===== config.mk =====
export PLATFORM = sky130hd
export DESIGN_NAME = ones_residue_detector
export DESIGN_NICKNAME = d
export VERILOG_FILES = /design/src/rtl/ones_residue_pkg.sv /design/src/rtl/ones_popcount.sv /design/src/rtl/ones_residue_detector.sv
export SDC_FILE = /design/constraint.sdc
export NUM_CORES = 1
export LEC_CHECK = 0
export CAP_MARGIN = 25
export CORE_MARGIN = 8
export CORE_UTILIZATION = 50
export DETAILED_ROUTE_END_ITERATION = 10
export PLACE_DENSITY = 0.74
export SLEW_MARGIN = 20
export SYNTH_ARGS = -nofsm -noshare
export SYNTH_HDL_FRONTEND = slang
export SYNTH_HIERARCHICAL = 1
export SYNTH_SLANG_ARGS = --single-unit

===== constraint.sdc =====
create_clock -name clk -period 4.8 [get_ports clk]
set_input_delay 0.48 -clock clk [delete_from_list [all_inputs] [get_ports clk]]
set_output_delay 0.48 -clock clk [all_outputs]
set_load 0.005 [all_outputs]

===== src/rtl/ones_residue_pkg.sv =====
// Shared types and arithmetic helpers for the ones-residue detector.
package ones_residue_pkg;

  typedef enum logic {
    IDLE   = 1'b0,
    ACTIVE = 1'b1
  } state_t;

  // Reference popcount over a word of up to 64 bits.
  function automatic int popcount(input logic [63:0] v, input int width);
    int cnt;
    cnt = 0;
    for (int i = 0; i < 64; i++) begin
      if (i < width) cnt += int'(v[i]);
    end
    return cnt;
  endfunction

  // (r + p) mod m, exact for any p; no single-subtract shortcut.
  function automatic int mod_add(input int r, input int p, input int m);
    return (r + p) % m;
  endfunction

  // a + b clamped to max_v.
  function automatic logic [63:0] sat_add(input logic [63:0] a, input logic [63:0] b,
                                          input logic [63:0] max_v);
    logic [63:0] s;
    s = a + b;
    return (s > max_v) ? max_v : s;
  endfunction

endpackage


===== src/rtl/ones_popcount.sv =====
// Combinational ones counter for one input beat.
module ones_popcount #(
  parameter int DATA_W = 8,
  localparam int CNT_W = $clog2(DATA_W + 1)
) (
  input  logic [DATA_W-1:0] data,
  output logic [CNT_W-1:0]  count
);

  // Sum of the individual data bits.
  always_comb begin
    count = '0;
    for (int i = 0; i < DATA_W; i++) begin
      count = count + CNT_W'(data[i]);
    end
  end

endmodule


===== src/rtl/ones_residue_detector.sv =====
// Running ones-count residue detector with framing, per-frame results,
// saturating frame totals and a synchronous frame abort.
module ones_residue_detector
  import ones_residue_pkg::*;
#(
  parameter int DATA_W = 8,
  parameter int MOD    = 2,
  parameter int TARGET = 1,
  parameter int TOT_W  = 16,
  localparam int RES_W = ($clog2(MOD) > 1) ? $clog2(MOD) : 1
) (
  input  logic              clk,
  input  logic              reset_n,
  input  logic              clear,
  input  logic              in_valid,
  input  logic [DATA_W-1:0] in_data,
  input  logic              in_last,
  output logic [RES_W-1:0]  residue,
  output logic              match,
  output logic              busy,
  output logic              frame_done,
  output logic              frame_match,
  output logic [TOT_W-1:0]  frame_ones
);

  localparam int CNT_W = $clog2(DATA_W + 1);
  localparam logic [63:0] SAT_MAX = (64'd1 << TOT_W) - 64'd1;

  if ((TARGET < 0) || (TARGET >= MOD)) begin : g_bad_target
    $error("ones_residue_detector: TARGET must satisfy 0 <= TARGET < MOD");
  end

  state_t             state_p1, state_d;
  logic [RES_W-1:0]   residue_p1, residue_d;
  logic [TOT_W-1:0]   total_p1, total_d;
  logic               vld_p1, vld_d;
  logic               fmatch_p1, fmatch_d;
  logic [TOT_W-1:0]   fones_p1, fones_d;

  logic [CNT_W-1:0]   pcnt_p0;
  logic [RES_W-1:0]   nxt_p0;
  logic [TOT_W-1:0]   tot_p0;

  ones_popcount #(.DATA_W(DATA_W)) u_popcount (
    .data  (in_data),
    .count (pcnt_p0)
  );

  assign nxt_p0 = RES_W'(mod_add(int'(residue_p1), int'(pcnt_p0), MOD));
  assign tot_p0 = TOT_W'(sat_add(64'(total_p1), 64'(pcnt_p0), SAT_MAX));

  // Stage p0 -> p1: next-state and register update decisions (clear > beat > hold).
  always_comb begin
    state_d   = state_p1;
    residue_d = residue_p1;
    total_d   = total_p1;
    vld_d     = 1'b0;
    fmatch_d  = fmatch_p1;
    fones_d   = fones_p1;
    if (clear) begin
      state_d   = IDLE;
      residue_d = '0;
      total_d   = '0;
    end else if (in_valid) begin
      if (in_last) begin
        state_d   = IDLE;
        residue_d = '0;
        total_d   = '0;
        vld_d     = 1'b1;
        fmatch_d  = (nxt_p0 == RES_W'(TARGET));
        fones_d   = tot_p0;
      end else begin
        state_d   = ACTIVE;
        residue_d = nxt_p0;
        total_d   = tot_p0;
      end
    end
  end

  // FSM state register.
  always_ff @(posedge clk or negedge reset_n) begin
    if (!reset_n) state_p1 <= IDLE;
    else          state_p1 <= state_d;
  end

  // Running residue/total and last-frame result registers.
  always_ff @(posedge clk or negedge reset_n) begin
    if (!reset_n) begin
      residue_p1 <= '0;
      total_p1   <= '0;
      vld_p1     <= 1'b0;
      fmatch_p1  <= 1'b0;
      fones_p1   <= '0;
    end else begin
      residue_p1 <= residue_d;
      total_p1   <= total_d;
      vld_p1     <= vld_d;
      fmatch_p1  <= fmatch_d;
      fones_p1   <= fones_d;
    end
  end

  assign residue     = residue_p1;
  assign match       = (residue_p1 == RES_W'(TARGET));
  assign busy        = (state_p1 == ACTIVE);
  assign frame_done  = vld_p1;
  assign frame_match = fmatch_p1;
  assign frame_ones  = fones_p1;

endmodule


==> metrics <==
Sw Share around 28%; final setup vio count 0; synth warn 6; CTS tree built; pwr/cell area 308 mW/mm^2; Data required, critical path 4.97 ns; Internal 575 uW; H-tree levels 2; period utilization 93.3%; most common library cells after synthesis dfrtp_1, o21ai_0, nand2_1, inv_1; Post-CTS Resized 0; Async S/R FF share, synth 100%; Clock Tree Root clkbuf_8; largest family of logic cells by synthesized area compound AO/OA/AOI/OAI gates; Clock Power Share 27.6%; CP endpoint kind flop; Tmin final 4.48 ns; Hold Fails Final Rpt 0; vias in the first global route 1709; adder-cell area share of the yosys netlist 8.95%; total setup buffers inserted after CTS 0; Peak Freq 0.223 GHz; post-synth top area share 43.0%; Psw approximately 220 uW; mux contribution to synthesized area 0%; Post-synth top flop dfrtp_1; critical-path maximum fanout 8; logic gate share of total power 28.0%; DP Wirelength 3530 um; Starting Density 52.0%; Mapped Area 0.00210 mm^2; P_leak between 0.001 and 0.0015 uW; Clk Latency, worst-skew pair 0.28 ns; TritonRoute pass-1 iters 4; worst hold path type flop to flop; Filler cells between 300 and 400; Initial DRC Count 108; Max Root-Sink Buffers 2; Sum Neg Setup Slack 0 ns; # IOs 34; area of the die 0.00652 mm^2; syn_nets 248; Vias 1743; number of routed nets with antenna violations 0; Std-Cell Rows 23; post-route design area 0.00259 mm^2; Clock Skew roughly 0.0084 ns; Startpoint Class primary input; Seq/Total Area, Yosys 43.0%; WL per Instance about 15 um; post-layout net count 287; max cap viols 0; CTS Buf Count 5; Core Util, Final between 60% and 70%; share of cells above drive strength 1 8.37%; Slew @ Worst Pin roughly 0.66 ns; Post-synth EDFFs 0; post-synthesis cell type count 47; initial antenna violation count 0; Placement Cell Area 0.00250 mm^2; vias per cell approximately 5.6; hold_buf cts 0; post-synthesis compound-gate area fraction 24.9%; Max IR drop VDD 202 uV; Final Power 796 uW; Seq cells post-synth 36; outcome finished, final reports clean; ANT cells 0; Post-Synthesis Cells 223; Slew HR a little under three fifths; RSZ-0062 raised after global routing false; dominant cell by count in the synthesized netlist dfrtp_1; All-Layer GR Usage 15.1%; Layout area overhead 23.3%; PortBufs 33; clk sinks 36; synth top area cells dfrtp_1, o21ai_0, fa_1, ha_1, nand2_1; die width 80.8 um; drt drc 0; synthesized area per cell 9.40 um^2; Final Max Tran Viols 0; Flop pwr share roughly 45%; crit path DAT 4.65 ns; XOR/XNOR share of the synthesized area 3.76%; simple-gate portion of the synthesized area 13.7%; Routed WL 4680 um; clock slew at reported path FFs 0.07 ns; largest net degree at the start of global routing 37; gr ovfl total 0; core area a little over 0.004 mm^2; first-pass GRT wire length 7850 um; GPL Wtd Cong 0.834; Synth area leader dfrtp_1; crit path kind primary input to flop; Die Span Y 80.8 um
-- final timing paths --
path	cells after the start	slack [ns]	start	endpoint
max in group asynchronous	2	3.87	reset_n	frame_ones[0]
min in group asynchronous	2	0.61	reset_n	total_p1[6]
worst min register to register	2	0.48	frame_ones[3]	frame_ones[3]
worst min-delay path	2	0.48	frame_ones[3]	frame_ones[3]
worst max-delay path	13	0.32	in_data[2]	total_p1[5]
worst max register to register	8	2.55	total_p1[0]	total_p1[5]
-- worst max-delay path, cell delays in order --
cell and delay [ns]:
clkdlybuf4s50_1 0.45, inv_1 0.05, fa_1 0.56, fa_1 0.44, fa_1 0.45, fa_1 0.40, xnor2_1 0.14, ha_1 0.33
nor2b_1 0.15, o21ai_1 0.43, a21o_1 0.36, o21ai_0 0.18, a22o_1 0.23
-- registers in the layout, summed over array words and instances, names as in the netlist --
name and flops:
total_p1 16, frame_ones 16, frame_done 1, match 1, frame_match 1, busy 1
-- cell families after synthesis --
logic type,count (synthesis)
compound gates,81
xor+xnor,9
fa+ha+maj,12
buf+inv,28
flops,36
simple gates,57
-- area by class of cell --
cell class                 count  area [um^2]  area share [%]
tap                           50         62.6            2.42
timing repair buffer          40          383            14.8
inverter                      20         75.1            2.90
multi-input combinational    159         1070            41.6
sequential                    36          901            34.8
clock buffer                   8         90.1            3.48
-- cells in the final DEF, fill, tap and decap left out, drive strengths merged, types with 3 or more instances in the layout --
| cell type | n |
|---|---|
| a21oi | 16 |
| o31ai | 4 |
| a31oi | 6 |
| xnor2 | 7 |
| dfrtp | 36 |
| nor2b | 3 |
| nor3 | 3 |
| buf | 7 |
| inv | 19 |
| fa | 5 |
| ha | 7 |
| a22o | 7 |
| a211oi | 3 |
| nand2 | 22 |
| nor2 | 15 |
| clkdlybuf4s50 | 33 |
| o21ai | 25 |
| clkbuf | 8 |
| a21o | 8 |
-- metrics by stage --
step	hold WS [ns]	instances	setup WS [ns]
2_1_floorplan	0.184	223	0.625
3_3_place_gp	0.463	305	0.0969
3_5_place_dp	0.470	305	0.0216
4_1_cts	0.485	313	0.318
5_1_grt	0.517	313	0.114
6_report	0.478	313	0.320
-- layer usage --
metal	vias to the layer above	share of wire (%)	track usage (%)
li1	873	-	-
met4	0	1.3	5.54
met2	39	50	26.5
met3	4	4.6	3.09
met1	827	44	17.9
met5	-	0	0
-- power by group through the flow --
stage          logic (uW)  clock network [uW]  registers [uW]
2_1_floorplan         116                   0             362
3_3_place_gp          220                   0             359
3_5_place_dp          227                   0             360
4_1_cts               229                 224             354
5_1_grt               252                 239             358
6_report              223                 219             354
Power figures use the tool's default switching activity.
